### src/rtl/nirs_slot_scheduler.sv
// Time-division source-slot scheduler: laser load, settle, ADC bursts per slot,
// optional dark slot, continuous frame loop until stopped.
module nirs_slot_scheduler #(
  parameter int          NUM_SLOTS        = 32,
  parameter int          SETTLE_CYCLES    = 5000,
  parameter int          SAMPLES_PER_SLOT = 4,
  parameter bit          DARK_SLOT_EN     = 1'b1,
  parameter int          TIMEOUT_CYCLES   = 100000,
  parameter logic [15:0] FRAME_CNT_INIT   = 16'h0000
) (
  input  logic                 sys_clk,
  input  logic                 sys_rst_n,
  input  logic                 i_start,
  input  logic                 i_stop,
  input  logic [NUM_SLOTS-1:0] i_slot_mask,
  output logic [7:0]           o_laser_code,
  output logic                 o_laser_load,
  input  logic                 i_laser_done,
  output logic                 o_adc_start,
  input  logic                 i_adc_done,
  output logic [4:0]           o_slot_idx,
  output logic                 o_dark,
  output logic                 o_frame_start,
  output logic [15:0]          o_frame_cnt,
  output logic                 o_busy,
  output logic                 o_err_timeout
);
  localparam int CNT_MAX = (TIMEOUT_CYCLES > SETTLE_CYCLES) ? TIMEOUT_CYCLES : SETTLE_CYCLES;
  localparam int CW      = $clog2(CNT_MAX + 1);

  typedef enum logic [3:0] {
    ST_IDLE, ST_LOAD, ST_WAIT_LOAD, ST_SETTLE, ST_SAMPLE,
    ST_WAIT_ADC, ST_NEXT, ST_OFF_LOAD, ST_OFF_WAIT
  } state_t;

  state_t               state_reg, state_next;
  logic [NUM_SLOTS-1:0] mask_reg, mask_next;
  logic [4:0]           slot_reg, slot_next;
  logic [7:0]           code_reg, code_next;
  logic [7:0]           samp_reg, samp_next;
  logic [CW-1:0]        cnt_reg, cnt_next;
  logic [15:0]          frame_cnt_reg, frame_cnt_next;
  logic                 dark_reg, dark_next;
  logic                 first_reg, first_next;
  logic                 err_reg, err_next;
  logic [NUM_SLOTS-1:0] above_mask;

  // Enabled slots strictly above the current one, for the single-cycle NEXT search
  for (genvar gi = 0; gi < NUM_SLOTS; gi++) begin : g_above
    assign above_mask[gi] = mask_reg[gi] & (slot_reg < 5'(gi));
  end

  function automatic logic [4:0] lowest(input logic [NUM_SLOTS-1:0] v);
    lowest = '0;
    for (int i = NUM_SLOTS - 1; i >= 0; i--) begin
      if (v[i]) lowest = 5'(i);
    end
  endfunction

  logic wait_expired;
  assign wait_expired = (cnt_reg == CW'(TIMEOUT_CYCLES - 1));

  always_ff @(posedge sys_clk or negedge sys_rst_n) begin
    if (!sys_rst_n) begin
      state_reg     <= ST_IDLE;
      mask_reg      <= '0;
      slot_reg      <= '0;
      code_reg      <= '0;
      samp_reg      <= '0;
      cnt_reg       <= '0;
      frame_cnt_reg <= FRAME_CNT_INIT;
      dark_reg      <= 1'b0;
      first_reg     <= 1'b0;
      err_reg       <= 1'b0;
    end else begin
      state_reg     <= state_next;
      mask_reg      <= mask_next;
      slot_reg      <= slot_next;
      code_reg      <= code_next;
      samp_reg      <= samp_next;
      cnt_reg       <= cnt_next;
      frame_cnt_reg <= frame_cnt_next;
      dark_reg      <= dark_next;
      first_reg     <= first_next;
      err_reg       <= err_next;
    end
  end

  always_comb begin
    state_next     = state_reg;
    mask_next      = mask_reg;
    slot_next      = slot_reg;
    code_next      = code_reg;
    samp_next      = samp_reg;
    cnt_next       = cnt_reg;
    frame_cnt_next = frame_cnt_reg;
    dark_next      = dark_reg;
    first_next     = first_reg;
    err_next       = err_reg;

    case (state_reg)
      ST_IDLE: begin
        if (i_start && !i_stop && (|i_slot_mask)) begin
          mask_next  = i_slot_mask;
          err_next   = 1'b0;
          slot_next  = lowest(i_slot_mask);
          code_next  = {3'b100, lowest(i_slot_mask)};
          dark_next  = 1'b0;
          first_next = 1'b1;
          state_next = ST_LOAD;
        end
      end
      ST_LOAD: begin
        first_next = 1'b0;
        cnt_next   = '0;
        state_next = ST_WAIT_LOAD;
      end
      ST_WAIT_LOAD: begin
        if (i_laser_done) begin
          cnt_next   = '0;
          state_next = ST_SETTLE;
        end else if (wait_expired) begin
          err_next   = 1'b1;
          code_next  = 8'h00;
          dark_next  = 1'b0;
          state_next = ST_OFF_LOAD;
        end else begin
          cnt_next = cnt_reg + 1'b1;
        end
      end
      ST_SETTLE: begin
        if (cnt_reg == CW'(SETTLE_CYCLES - 1)) begin
          samp_next  = '0;
          state_next = ST_SAMPLE;
        end else begin
          cnt_next = cnt_reg + 1'b1;
        end
      end
      ST_SAMPLE: begin
        samp_next  = samp_reg + 1'b1;
        cnt_next   = '0;
        state_next = ST_WAIT_ADC;
      end
      ST_WAIT_ADC: begin
        if (i_adc_done) begin
          state_next = (samp_reg < 8'(SAMPLES_PER_SLOT)) ? ST_SAMPLE : ST_NEXT;
        end else if (wait_expired) begin
          err_next   = 1'b1;
          code_next  = 8'h00;
          dark_next  = 1'b0;
          state_next = ST_OFF_LOAD;
        end else begin
          cnt_next = cnt_reg + 1'b1;
        end
      end
      ST_NEXT: begin
        state_next = ST_LOAD;
        if (!dark_reg && (|above_mask)) begin
          slot_next = lowest(above_mask);
          code_next = {3'b100, lowest(above_mask)};
        end else if (!dark_reg && DARK_SLOT_EN) begin
          slot_next = 5'(NUM_SLOTS - 1);
          code_next = 8'h00;
          dark_next = 1'b1;
        end else begin
          frame_cnt_next = frame_cnt_reg + 16'd1;
          slot_next      = lowest(mask_reg);
          code_next      = {3'b100, lowest(mask_reg)};
          dark_next      = 1'b0;
          first_next     = 1'b1;
        end
      end
      ST_OFF_LOAD: begin
        cnt_next   = '0;
        state_next = ST_OFF_WAIT;
      end
      ST_OFF_WAIT: begin
        if (i_laser_done) begin
          state_next = ST_IDLE;
        end else if (wait_expired) begin
          err_next   = 1'b1;
          state_next = ST_IDLE;
        end else begin
          cnt_next = cnt_reg + 1'b1;
        end
      end
      default: state_next = ST_IDLE;
    endcase

    // Stop overrides everything except idle/off; any frame-complete increment is discarded
    if (i_stop && state_reg != ST_IDLE && state_reg != ST_OFF_LOAD && state_reg != ST_OFF_WAIT) begin
      state_next     = ST_OFF_LOAD;
      code_next      = 8'h00;
      dark_next      = 1'b0;
      first_next     = 1'b0;
      frame_cnt_next = frame_cnt_reg;
    end
  end

  assign o_laser_code  = code_reg;
  assign o_laser_load  = (state_reg == ST_LOAD) || (state_reg == ST_OFF_LOAD);
  assign o_adc_start   = (state_reg == ST_SAMPLE);
  assign o_slot_idx    = slot_reg;
  assign o_dark        = dark_reg;
  assign o_frame_start = (state_reg == ST_LOAD) && first_reg;
  assign o_frame_cnt   = frame_cnt_reg;
  assign o_busy        = (state_reg != ST_IDLE);
  assign o_err_timeout = err_reg;

endmodule
### config.mk
export PLATFORM = sky130hd
export DESIGN_NAME = nirs_slot_scheduler
export DESIGN_NICKNAME = d
export VERILOG_FILES = /design/src/rtl/nirs_slot_scheduler.sv
export SDC_FILE = /design/constraint.sdc
export NUM_CORES = 1
export LEC_CHECK = 0
export BUFFER_PORTS_ARGS = -buffer_cell sky130_fd_sc_hd__buf_2
export CAP_MARGIN = 20
export CORE_UTILIZATION = 50
export DETAILED_ROUTE_END_ITERATION = 8
export PLACE_DENSITY = 0.76
export SYNTH_ARGS = -nofsm -noshare
export SYNTH_HDL_FRONTEND = slang
export SYNTH_SLANG_ARGS = --single-unit
### constraint.sdc
create_clock -name sys_clk -period 5.1 [get_ports sys_clk]
set_clock_uncertainty 0.15 [all_clocks]
set_input_delay 0.255 -clock sys_clk [delete_from_list [all_inputs] [get_ports sys_clk]]
set_output_delay 0.255 -clock sys_clk [all_outputs]
set_load 0.02 [all_outputs]
---- Yosys cells after proc, flatten, opt, wreduce, memory -nomap -nowiden ----
Cells that the tools add are included.
storage, ports and cells
  register bits after elaboration ......... 93
  bits of input ports ..................... 38
  output and inout port bits .............. 35
cells by class
  add/subtract/negate cells ............... 3
  $lt $le $gt $ge ......................... 33
  equality and inequality tests ........... 25
  muxes and demuxes ....................... 143
  bitwise operators ....................... 34
  reductions and logical operators ........ 32
operator list
  kind                   count
  $mux 5                 99
  $mux 17                5
  $pmux 17 s5            1
  $lt 5x5->1 const B     16
  $mux 8                 8
  $reduce_or 32->1       2
  $lt 5x4->1 const B     8
  $pmux 4 s9             1
  $and 1x1->1            32
  $mux 4                 8
  $pmux 8 s4             1
  $lt 5x3->1 const B     4
  $reduce_and 4->1       5
  $ne 3x3->1 const B     6
  $add 17x1->17 const B  1
  $eq 17x13->1 const B   1
  $eq 17x17->1 const B   1
  $add 16x1->16 const B  1
  $eq 4x3->1 const B     4
  $pmux 8 s2             1
  $mux 1                 14
  $ne 2x2->1 const B     6
  $lt 5x1->1 const B     2
  $lt 5x2->1 const B     2
  other kinds (25)       41

---- Logic depth before layout (Yosys ltp) ----
  depth in word-level cells ............... 37
  gate-level depth with buffers ........... 10
  depth with buffers taken out ............ 9

---- Least setup slack after synthesis ----
OpenSTA, ideal clock, no wires.
  path kind ............................... reg-to-reg
  start point ............................. reg slot_reg[3], in the netlist o_slot_idx[3]
  end point ............................... reg code_reg[2], in the netlist o_laser_code[2]
  data arrival time ....................... 2116 ps
  required time ........................... 4829 ps
  path slack .............................. 2713 ps
  stages on the path, launching flop included .. 11
  cell sequence ........................... dfrtp_1 buf_4 buf_4 nand2_1 a222oi_1 nand2_1 nor2_1 a31oi_2 a31oi_1 o21bai_1 a22o_1
between the ends
  cells in the longest elaborated chain, start to end .. 37
  elaborated cells between the ends (all ways) .. 101
  classes of those cells .................. 32 x order compare; 35 x mux; 32 x bitwise; 2 x reduce/logical
RTL lines
  item                    line  RTL
  from (decl)             38    logic [4:0] slot_reg, slot_next;
  from (signal assigned)  78    slot_reg <= slot_next;
  $lt 5x5->1              50    assign above_mask[gi] = mask_reg[gi] & (slot_reg < 5'(gi));
  $and 1x1->1             50
  $mux 5 (32 in a row)    56    if (v[i]) lowest = 5'(i);
  $mux 8 *                158   if (!dark_reg && (|above_mask)) begin
  $pmux 8 s4 *            101   case (state_reg)
  $mux 8 *                191   if (i_stop && state_reg != ST_IDLE && state_reg != ST_OFF_LOAD && state_reg != ST_OFF_WAIT) begin
  to (signal assigned)    79    code_reg <= code_next;
  to (decl)               39    logic [7:0] code_reg, code_next;
Every way passes the cells marked *; elsewhere a longest branch is shown, timed or not.
A chain may end at the register's enable or synchronous reset.

---- Worst setup path after layout ----
  start point ............................. reg slot_reg[2], in the netlist o_slot_idx[2]
  end point ............................... reg code_reg[2], in the netlist o_laser_code[2]
Same word-level chain as after synthesis.

==> flow_summary.json <==
{
  "outcome": "complete, no violations",
  "crit_path_max_incr_delay_ps": 880,
  "grt.overflow.total": 0,
  "hold_path.class": "in -> reg",
  "crit_required_ps": 5190,
  "totalWireLength_um": 16980,
  "max_freq_mhz": 316.1,
  "largest_register_ffs": 32,
  "cp_num_buf_inv": 0,
  "fraction_of_the_yosys_area_taken_by_sequential_cells_pct": 36.63,
  "critical-path-top-delay-family": "compound AO/OA/AOI/OAI gates",
  "critical_path.cell_chain": "a21boi_0 -> o21ai_0 -> a31oi_1 -> and4bb_4 -> a31oi_2 -> a31oi_1 -> o21bai_1 -> a22o_1",
  "syn_inst": 733,
  "largest_fanout_on_the_critical_path": 27,
  "layout-drive-gt1-share_pct": 17.17,
  "reg2reg_from": "o_slot_idx[2]",
  "final.setup.tns_ps": 0,
  "cts-htree-levels": 3,
  "post-route-min-period_ps": 3164,
  "synth.cell_area_um2": 6216,
  "clk_latency_ps": 360,
  "async_flop_share_pct": 100.0,
  "cts_tree": "built",
  "worstHoldStart": "i_slot_mask[12]",
  "synth.ff_latch_count": 91,
  "worst_setup_hold_path_clk_slew_ps": 70,
  "setup.worst_path.start": "o_slot_idx[2]",
  "max-clock-path-buffers": 2,
  "fillerInstances": 1083,
  "min_path_cells": 2,
  "top_level_ports": 73,
  "gp_congestion": 1.082,
  "power.ir.vdd_worst_uv": 276.4,
  "reg2reg_setup_slack_ps": 1940,
  "detail_placement_hpwl_um": 12570,
  "rows": 40,
  "remaining_routing_drc_violations": 0,
  "dr.pass1.iters": 5,
  "edff_count_synth": 0,
  "number_of_global_route_vias_before_repair": 5639,
  "worst-slew-pin-transition_ps": 973.3,
  "synth_top_area_share_pct": 36.63,
  "largest_net_degree_at_the_start_of_global_routing": 78,
  "die_area_um2": 12880,
  "rsz0062_at_grt": "no",
  "first_pass_grt_wire_length_um": 28040,
  "cts-root-buf": "clkbuf_16",
  "synth_ff_type": "dfrtp_1",
  "worst-r2r-cell-count": 8,
  "power.total_w": 0.003837,
  "ant_nets": 0,
  "globalRouteTotalUtil_pct": 27.25,
  "synth.lib_cells_used.distinct": 85,
  "layout_commonest_cell": "dfrtp_1",
  "fp.coreArea_um2": 12060,
  "synthesis.area_per_instance_um2": 8.480,
  "maxCapViolCount": 0,
  "drtIter0Drc": 771,
  "viasPerCell": 6.354,
  "power_leakage_nw": 2.996,
  "r2r-end": "o_laser_code[2]",
  "cts_buffers": 9,
  "endpoint_worst_hold": "mask_reg[12]",
  "cts_setup_buffers": 0,
  "drv_slew": 0,
  "x_dimension_of_the_die_um": 113.5,
  "worst_path_most_repeated_cell": "a31oi_1",
  "vias": 6100,
  "avgRoutedWirePerCell_um": 17.69,
  "die_height_um": 113.5,
  "synth_warnings": 0,
  "synth.largest_area_cell": "dfrtp_1",
  "antenna_found_initial": 0,
  "timing.hold.ws_ps": 36.70,
  "effective_utilization_at_floorplan_pct": 51.54,
  "final-hold-violation-count": 0,
  "arrival_time_reported_for_the_critical_path_endpoint_ps": 3260,
  "synthToLayoutAreaGrowth_pct": 10.93,
  "numPortBuffers": 70,
  "antenna_cells": 0,
  "cp-end-kind": "register",
  "post_cts_hold_buffer_count": 1,
  "final_cycle_share_pct": 62.03,
  "critPathKind": "reg -> reg",
  "slowest_stage": "dfrtp_1",
  "synth_top_cells_by_area": "dfrtp_1 37%, o21ai_0 5.6%, nand2_1 5.0%",
  "power.density_nw_per_um2": 556.5,
  "final_setup_violating_endpoints": 0,
  "highest_count_cells_in_the_layout_ignoring_fill_and_taps": "91 x dfrtp_1, 82 x nand2_1, 70 x o21ai_0, 69 x buf_2, 65 x nor2_1",
  "start_kind": "register",
  "cts_repair_resize_count": 0,
  "max-slew-margin-rel_pct": 35.04,
  "design.final.nets": 828,
  "clock_sink_count": 91
}
-- layout make-up --
| type | count | area (µm²) | share of cell area, % |
|---|---|---|---|
| clock inverter | 7 | 71.32 | 1.034 |
| clock buffer | 9 | 225.2 | 3.266 |
| sequential | 91 | 2277 | 33.02 |
| timing repair buffer | 72 | 370.4 | 5.371 |
| inverter | 23 | 86.33 | 1.252 |
| tap | 168 | 210.2 | 3.048 |
| multi-input combinational | 590 | 3655 | 53.00 |
-- how the worst max path moves through the flow --
stage / end / cells after the start / slack [ps]
6_report: o_laser_code[2] / 8 / 1940
3_5_place_dp: o_laser_code[2] / 8 / 2030
2_1_floorplan: o_laser_code[2] / 10 / 2710
3_3_place_gp: o_laser_code[2] / 8 / 2080
5_1_grt: o_laser_code[2] / 8 / 1620
4_1_cts: o_laser_code[2] / 8 / 2010
-- synthesized netlist by cell type (all sizes together) (14+ instances only) --
| library cell | instances |
|---|---|
| dfrtp | 91 |
| nand2 | 83 |
| o21ai | 75 |
| nor2 | 66 |
| a21oi | 48 |
| nand3 | 35 |
| mux2 | 28 |
| buf | 21 |
| inv | 21 |
| and3 | 17 |
| nor3 | 17 |
| a31oi | 15 |
| nor4 | 15 |
| nand2b | 14 |
-- metrics by stage --
step	cell area (µm²)	setup WS, ps	util, %	instances
floorplan	6220	2713	-	734
global placement	6589	2083	54.63	943
detailed placement	6589	2032	54.63	943
CTS	6895	2008	57.17	960
global route	6895	1616	57.17	960
finish	6895	1936	57.17	960
-- where the power goes --
group / leakage, nW / total (W) / switching (W) / internal [W]
clock network: 0.139 / 0.000660 / 0.000316 / 0.000344
logic: 1.66 / 0.00182 / 0.00109 / 0.000727
registers: 1.19 / 0.00136 / 0.000446 / 0.000913
-- logic make-up after synthesis --
family / Yosys count / share of synthesized area, %
xor+xnor: 16 / 2.254
fa+ha+maj: 3 / 0.6039
other cells: 1 / 0.06033
mux: 31 / 5.556
buf+inv: 53 / 4.629
simple gates: 302 / 25.04
compound gates: 236 / 25.22
flops: 91 / 36.63
-- layer usage --
layer | vias to the layer above | wire length [µm] | track usage [%]
met4 | 0 | 275 | 7.544
li1 | 2850 | - | -
met2 | 306 | 7682 | 41.71
met1 | 2916 | 7529 | 38.65
met5 | - | 0 | 0
met3 | 28 | 1496 | 6.376
Power figures use the tool's default switching activity.
